===== src/rtl/portao_sequenciador_pkg.sv =====
// Shared state codes and seven-segment glyphs
// for the garage-gate motion sequencer.
package portao_pkg;

    typedef enum logic [2:0] {
        CLOSED  = 3'd0,
        OPENING = 3'd1,
        OPEN    = 3'd2,
        CLOSING = 3'd3,
        PAUSE_O = 3'd4,
        PAUSE_C = 3'd5
    } state_t;

    localparam logic [6:0] HEX_F = 7'b0001110;
    localparam logic [6:0] HEX_A = 7'b0001000;
    localparam logic [6:0] HEX_0 = 7'b1000000;
    localparam logic [6:0] HEX_P = 7'b0001100;

    function automatic logic [6:0] glyph(state_t s);
        logic [6:0] g;
        case (s)
            OPEN:             g = HEX_A;
            OPENING, CLOSING: g = HEX_0;
            PAUSE_O, PAUSE_C: g = HEX_P;
            default:          g = HEX_F;
        endcase
        return g;
    endfunction

endpackage


===== src/rtl/portao_sequenciador_if.sv =====
// Board-side signal bundle of the gate sequencer:
// button/sensor inputs and motor/display outputs.
interface portao_sequenciador_if;
    logic       key_n;
    logic       obstacle;
    logic       motor_en;
    logic       motor_dir;
    logic       LEDG;
    logic       LEDR;
    logic [6:0] HEX0;
    logic [2:0] state;

    modport master (
        output key_n, obstacle,
        input  motor_en, motor_dir, LEDG, LEDR, HEX0, state
    );

    modport slave (
        input  key_n, obstacle,
        output motor_en, motor_dir, LEDG, LEDR, HEX0, state
    );
endinterface


===== src/rtl/portao_sequenciador_debounce_key.sv =====
// Key synchronizer and debouncer; emits a one-cycle
// press pulse when the accepted level falls.
module debounce_key #(
    parameter int DEBOUNCE_CYCLES = 270000
) (
    input  logic CLOCK_27,
    input  logic reset,
    input  logic key_n,
    output logic press
);
    localparam int CW =
        (DEBOUNCE_CYCLES > 1) ? $clog2(DEBOUNCE_CYCLES) : 1;
    localparam logic [CW-1:0] CNT_MAX = CW'(DEBOUNCE_CYCLES - 1);

    logic          sync1;
    logic          sync2;
    logic          level;
    logic          level_q;
    logic [CW-1:0] cnt;

    always_ff @(posedge CLOCK_27) begin
        if (reset) begin
            sync1   <= 1'b1;
            sync2   <= 1'b1;
            level   <= 1'b1;
            level_q <= 1'b1;
            cnt     <= '0;
            press   <= 1'b0;
        end else begin
            sync1   <= key_n;
            sync2   <= sync1;
            level_q <= level;
            press   <= level_q & ~level;
            if (sync2 == level) begin
                cnt <= '0;
            end else if (cnt == CNT_MAX) begin
                level <= sync2;
                cnt   <= '0;
            end else begin
                cnt <= cnt + CW'(1);
            end
        end
    end
endmodule


===== src/rtl/portao_sequenciador.sv =====
// Gate motion sequencer: FSM, travel position,
// auto-close timer and obstacle reversal.
module portao_sequenciador
    import portao_pkg::*;
#(
    parameter int DEBOUNCE_CYCLES = 270000,
    parameter int TRAVEL_CYCLES   = 135000000,
    parameter int HOLD_CYCLES     = 270000000
) (
    input logic CLOCK_27,
    input logic reset,
    portao_sequenciador_if.slave io
);
    localparam int PW = $clog2(TRAVEL_CYCLES + 1);
    localparam int HW = (HOLD_CYCLES > 1) ? $clog2(HOLD_CYCLES) : 1;
    localparam logic [PW-1:0] POS_TOP  = PW'(TRAVEL_CYCLES);
    localparam logic [PW-1:0] POS_LAST = PW'(TRAVEL_CYCLES - 1);
    localparam logic [PW-1:0] POS_ONE  = PW'(1);
    localparam logic [HW-1:0] HOLD_LD  = HW'(HOLD_CYCLES - 1);

    state_t        state_q;
    state_t        state_d;
    logic [PW-1:0] pos;
    logic [PW-1:0] pos_d;
    logic [HW-1:0] hold;
    logic [HW-1:0] hold_d;
    logic          obs_s1;
    logic          obs;
    logic          press;

    debounce_key #(
        .DEBOUNCE_CYCLES(DEBOUNCE_CYCLES)
    ) u_key (
        .CLOCK_27(CLOCK_27),
        .reset   (reset),
        .key_n   (io.key_n),
        .press   (press)
    );

    always_ff @(posedge CLOCK_27) begin
        if (reset) begin
            state_q <= CLOSED;
            pos     <= '0;
            hold    <= '0;
            obs_s1  <= 1'b0;
            obs     <= 1'b0;
        end else begin
            state_q <= state_d;
            pos     <= pos_d;
            hold    <= hold_d;
            obs_s1  <= io.obstacle;
            obs     <= obs_s1;
        end
    end

    // obstacle outranks press, press outranks the timers
    always_comb begin
        state_d = state_q;
        pos_d   = pos;
        hold_d  = hold;
        case (state_q)
            CLOSED: begin
                if (press) state_d = OPENING;
            end
            OPENING: begin
                if (press) begin
                    state_d = PAUSE_O;
                end else if (pos == POS_LAST) begin
                    state_d = OPEN;
                    pos_d   = POS_TOP;
                    hold_d  = HOLD_LD;
                end else begin
                    pos_d = pos + PW'(1);
                end
            end
            OPEN: begin
                if (obs) begin
                    hold_d = HOLD_LD;
                end else if (press || hold == '0) begin
                    state_d = CLOSING;
                end else begin
                    hold_d = hold - HW'(1);
                end
            end
            CLOSING: begin
                if (obs) begin
                    state_d = OPENING;
                end else if (press) begin
                    state_d = PAUSE_C;
                end else if (pos == POS_ONE) begin
                    state_d = CLOSED;
                    pos_d   = '0;
                end else begin
                    pos_d = pos - PW'(1);
                end
            end
            PAUSE_O: begin
                if (press) state_d = CLOSING;
            end
            PAUSE_C: begin
                if (press) state_d = OPENING;
            end
            default: begin
                state_d = CLOSED;
                pos_d   = '0;
                hold_d  = '0;
            end
        endcase
    end

    assign io.motor_en  = (state_q == OPENING) || (state_q == CLOSING);
    assign io.motor_dir = (state_q == OPENING);
    assign io.LEDG      = (state_q == OPENING);
    assign io.LEDR      = (state_q == CLOSING);
    assign io.HEX0      = glyph(state_q);
    assign io.state     = state_q;
endmodule

===== src/flat_wrapper.sv =====
// flat-port wrapper written by rule: the top's interface ports become plain ports
module portao_sequenciador_flat import portao_pkg::*;
#(
    parameter int DEBOUNCE_CYCLES = 270000,
    parameter int TRAVEL_CYCLES   = 135000000,
    parameter int HOLD_CYCLES     = 270000000
)
  (CLOCK_27, reset, io_key_n, io_obstacle, io_motor_en, io_motor_dir, io_LEDG, io_LEDR, io_HEX0, io_state);
  portao_sequenciador_if io_i ();
  input logic CLOCK_27;
  input logic reset;
  input wire logic [$bits(io_i.key_n)-1:0] io_key_n;
  input wire logic [$bits(io_i.obstacle)-1:0] io_obstacle;
  output wire logic [$bits(io_i.motor_en)-1:0] io_motor_en;
  output wire logic [$bits(io_i.motor_dir)-1:0] io_motor_dir;
  output wire logic [$bits(io_i.LEDG)-1:0] io_LEDG;
  output wire logic [$bits(io_i.LEDR)-1:0] io_LEDR;
  output wire logic [$bits(io_i.HEX0)-1:0] io_HEX0;
  output wire logic [$bits(io_i.state)-1:0] io_state;
  assign io_i.key_n = io_key_n;
  assign io_i.obstacle = io_obstacle;
  assign io_motor_en = io_i.motor_en;
  assign io_motor_dir = io_i.motor_dir;
  assign io_LEDG = io_i.LEDG;
  assign io_LEDR = io_i.LEDR;
  assign io_HEX0 = io_i.HEX0;
  assign io_state = io_i.state;
  portao_sequenciador #(.DEBOUNCE_CYCLES(DEBOUNCE_CYCLES), .TRAVEL_CYCLES(TRAVEL_CYCLES), .HOLD_CYCLES(HOLD_CYCLES)) u_core (.CLOCK_27(CLOCK_27), .reset(reset), .io(io_i));
endmodule

===== config.mk =====
export PLATFORM = sky130hd
export DESIGN_NAME = portao_sequenciador_flat
export DESIGN_NICKNAME = d
export VERILOG_FILES = /design/src/rtl/portao_sequenciador_pkg.sv /design/src/rtl/portao_sequenciador_if.sv /design/src/rtl/portao_sequenciador_debounce_key.sv /design/src/rtl/portao_sequenciador.sv /design/src/flat_wrapper.sv
export SDC_FILE = /design/constraint.sdc
export NUM_CORES = 1
export LEC_CHECK = 0
export CAP_MARGIN = 20
export CORE_UTILIZATION = 35
export DETAILED_ROUTE_END_ITERATION = 10
export GPL_TIMING_DRIVEN = 1
export MAX_ROUTING_LAYER = met4
export PLACE_DENSITY = 0.53
export REMOVE_ABC_BUFFERS = 1
export SLEW_MARGIN = 20
export SYNTH_ARGS = -nofsm -noshare
export SYNTH_HDL_FRONTEND = slang
export SYNTH_SLANG_ARGS = --single-unit

===== constraint.sdc =====
create_clock -name CLOCK_27 -period 3.05 [get_ports CLOCK_27]
set_input_delay 0.305 -clock CLOCK_27 [delete_from_list [all_inputs] [get_ports CLOCK_27]]
set_output_delay 0.305 -clock CLOCK_27 [all_outputs]
set_load 0.01 [all_outputs]

==> key figures <==
Worst setup path
  – R2R Path End: u_core.hold[7]
  – RR Startpoint: u_core.pos[0]
  – Required time worst endpoint: 3.33 ns
  – Critical path startpoint category: flip-flop
  – Reg2Reg Depth: 8
  – Crit path max fanout: 17
  – Type of the worst setup path: flip-flop to flip-flop
  – Worst reg-to-reg setup slack: 0.26 ns
  – Critical path launch point: u_core.pos[0]
  – CP endpoint kind: flip-flop
  – Capture point of the worst path: u_core.hold[7]
  – WP data arrival: 3.07 ns

Pwr
  – Sw power: 0.548 mW
  – Int Pwr: 1.78 mW
  – Clock power share: 0.497
  – Switching Share: 0.235
  – Leak Pwr: 2.08 nW
  – IR Drop Worst-Case VDD: 0.303 mV
  – Total power draw: 2.33 mW
  – Seq pwr share: 0.484
  – Combinational fraction of design power: 0.019
  – Power per cell area: 389 mW/mm^2

Clock network
  – Clock transition at the registers of the reported paths: 0.07 ns
  – Root buf cell: clkbuf_16
  – # clock sinks: 86
  – Clk Latency, worst-skew pair: 0.35 ns
  – Post-CTS setup buffer count: 0
  – TritonCTS clock tree: built
  – H-tree depth: 3
  – Total CTS buffers: 9
  – Cts hold-fix bufs: 0
  – Maximum root-to-sink buffer count: 2

Timing
  – RSZ-0062 raised after global routing: no
  – FMAX: 0.358 GHz
  – Final setup vio count: 0
  – Final worst-path cycle share: 0.916
  – Slew HR: 0.581
  – Setup tns final: 0 ns
  – Tmin final: 2.79 ns
  – Max Clock Skew: 0.00467 ns
  – Slew Viols, Final: 0
  – Final hold viol count: 0
  – Worst slew pin tran: 0.628 ns

Routing
  – Detailed Route WL: 15100 um
  – DRT Pass-1 Iters: 7
  – Routed length on met2: 6730 um
  – Final ANT Viol Nets: 0
  – Via count: 5372
  – Routed len/inst: 16.6 um
  – DR iter-0 viols: 603
  – Top layer in use: met4
  – Wl on met1: 7320 um
  – # DRC: 0
  – Met3 Wirelength: 793 um
  – Via density: 5.90

Finish
  – Layout cells sized above 1: 0.101
  – Fin nets: 730
  – Fill count: 1496
  – Final core occ: 0.409
  – # diodes: 0
  – Area grow syn2layout: 12.8%
  – Final Cell Area: 0.00599 sq mm

Yosys
  – Yosys reg bits: 86
  – Mapped Avg Cell Area: 7.42 sq um
  – Syn Inst Count: 715
  – XOR/XNOR share of the synthesized area: 0.0396
  – Mapped Area: 0.00531 sq mm
  – Compound-Gate Fraction of Synth Area: 0.230
  – Number of distinct library cells after synthesis: 68
  – Number of synthesized flops with an enable pin: 0
  – Most used DFF post-synth: dfxtp_1
  – Ys Warns: 0
  – Post-synthesis simple-gate area fraction: 0.330
  – Multiplexer share of the synthesized area: 0.00589
  – Largest family of logic cells by synthesized area: simple AND/OR/NAND/NOR gates
  – Seq/Total Area, Yosys: 0.324
  – Synth Area in Adders: 0.0118
  – Asr flop ratio synth: 0

Floorplanning
  – Total I/O pin count: 18
  – Rows: 44
  – Die W: 125 um
  – Die Ht: 125 um
  – Core area: 0.0146 sq mm
  – Overall die area: 0.0157 sq mm
  – Initial core utilization: 0.363

Min path
  – Hold WC Path Type: input port to flip-flop

Global route
  – Largest net degree at the start of global routing: 39
  – GRT Resource Usage Total: 0.201
  – Initial antenna violation count: 0
  – Vias in the first global route: 4962
  – Grt total ovfl: 0
  – First-pass GRT wire length: 25000 um

Run
  – Max_cap viols: 0

Placed design
  – Port-buffer cells: 14
  – Gpl congestion: 0.875
  – Post-DP HPWL: 10400 um
  – Dpl cell area: 0.00568 sq mm

Status
  – Status: complete, no violations
metal layers:
metal,global-route usage,up-vias
met3,0.0329,19
met5,-,-
li1,-,2649
met4,0.0638,0
met1,0.267,2546
met2,0.313,158
cell families after synthesis:
logic type	count (synthesis)
simple gates	329
compound gates	197
flops	86
buf+inv	70
xor+xnor	24
fa+ha+maj	5
mux	3
other cells	1
metrics by stage:
step	cells	hold slack, ns	setup WS (ns)
finish	910	0.360	0.255
global route	910	0.377	0.0258
CTS	910	0.340	0.191
detailed placement	894	0.404	0.204
global placement	894	0.403	0.257
floorplan	665	0.374	-0.415
cells in the mapped netlist (9+ instances only):
cell      number  area (sq um)
a31oi_1       10          62.6
nand2b_1      13          81.3
xor2_1        10          87.6
xnor2_1       14           123
or4_1         16           120
inv_1         17          63.8
nor2_1        72           270
a211oi_1      13          97.6
nor4_1        17           106
nor3_1        35           175
or3_1         17           106
o31ai_1       12          90.1
nand3_1       26           130
and3_1         9          56.3
a21oi_1       69           345
dfxtp_1       86          1720
o21ai_0       40           200
nand2_1       63           236
clkbuf_1      29           109
nand4_1       16           100
buf_2         15          75.1
timing repair:
item,CTS,global route
gates resized for setup,0,1
endpoints found under the hold margin,0,0
endpoints found under the setup margin,0,1
worst max-delay path: stages, from the launching register on:
cell	delay, ns
dfxtp_1	0.48
ha_1	0.24
and4_1	0.29
nand4_1	0.22
nor3_1	0.51
a211oi_2	0.13
buf_4	0.23
or4_1	0.48
a21oi_1	0.14
worst min path at each step:
| stage | slack, ns | endpoint | start | cells after the start |
|---|---|---|---|---|
| finish | 0.36 | u_core.pos[16] | reset | 2 |
| global route | 0.38 | u_core.pos[16] | reset | 2 |
| CTS | 0.34 | u_core.pos[16] | reset | 2 |
| detailed placement | 0.40 | u_core.u_key.press | u_core.u_key.level_q | 2 |
| global placement | 0.40 | u_core.u_key.press | u_core.u_key.level_q | 2 |
| floorplan | 0.37 | u_core.hold[0] | reset | 1 |
cells in the final DEF (no fill, tap or decap), types with 4 or more instances in the layout:
| cell | n |
|---|---|
| a211oi_1 | 12 |
| a21oi_1 | 69 |
| a221oi_1 | 4 |
| a22oi_1 | 4 |
| a31oi_1 | 10 |
| and2_1 | 4 |
| and3_1 | 9 |
| and4_1 | 7 |
| buf_4 | 31 |
| clkbuf_16 | 9 |
| clkdlybuf4s50_1 | 13 |
| dfxtp_1 | 86 |
| ha_1 | 5 |
| inv_1 | 17 |
| nand2_1 | 63 |
| nand2b_1 | 13 |
| nand3_1 | 26 |
| nand4_1 | 16 |
| nor2_1 | 72 |
| nor2b_1 | 6 |
| nor3_1 | 35 |
| nor4_1 | 17 |
| o211ai_1 | 5 |
| o21a_1 | 4 |
| o21ai_0 | 40 |
| o22ai_1 | 8 |
| o31ai_1 | 12 |
| or2_2 | 8 |
| or3_1 | 17 |
| or4_1 | 16 |
| xnor2_1 | 14 |
| xor2_1 | 10 |
state kept, by name, indices dropped and copies added (netlist names):
signal                flops
u_core.obs                1
u_core.obs_s1             1
u_core.u_key.level_q      1
u_core.u_key.sync1        1
u_core.u_key.sync2        1
u_core.u_key.cnt         19
u_core.u_key.level        1
u_core.hold              29
u_core.io.state           3
u_core.u_key.press        1
u_core.pos               28
final cells by class:
type / instances / area [sq um] / area share
Clock buffer: 9 / 225 / 0.0376
Clock inverter: 7 / 80.1 / 0.0134
Inverter: 18 / 67.6 / 0.0113
Multi-Input combinational cell: 561 / 3290 / 0.550
Sequential cell: 86 / 1720 / 0.288
Tap cell: 184 / 230 / 0.0385
Timing Repair Buffer: 45 / 368 / 0.0615
power groups by stage:
stage | clock (mW) | sequential (mW) | combinational (mW)
floorplan | 0 | 1.15 | 0.0203
global placement | 0 | 1.15 | 0.0445
detailed placement | 0 | 1.15 | 0.0449
CTS | 1.19 | 1.13 | 0.0450
global route | 1.23 | 1.13 | 0.0488
finish | 1.16 | 1.13 | 0.0444
No activity file was read; power rests on OpenSTA's default activity.
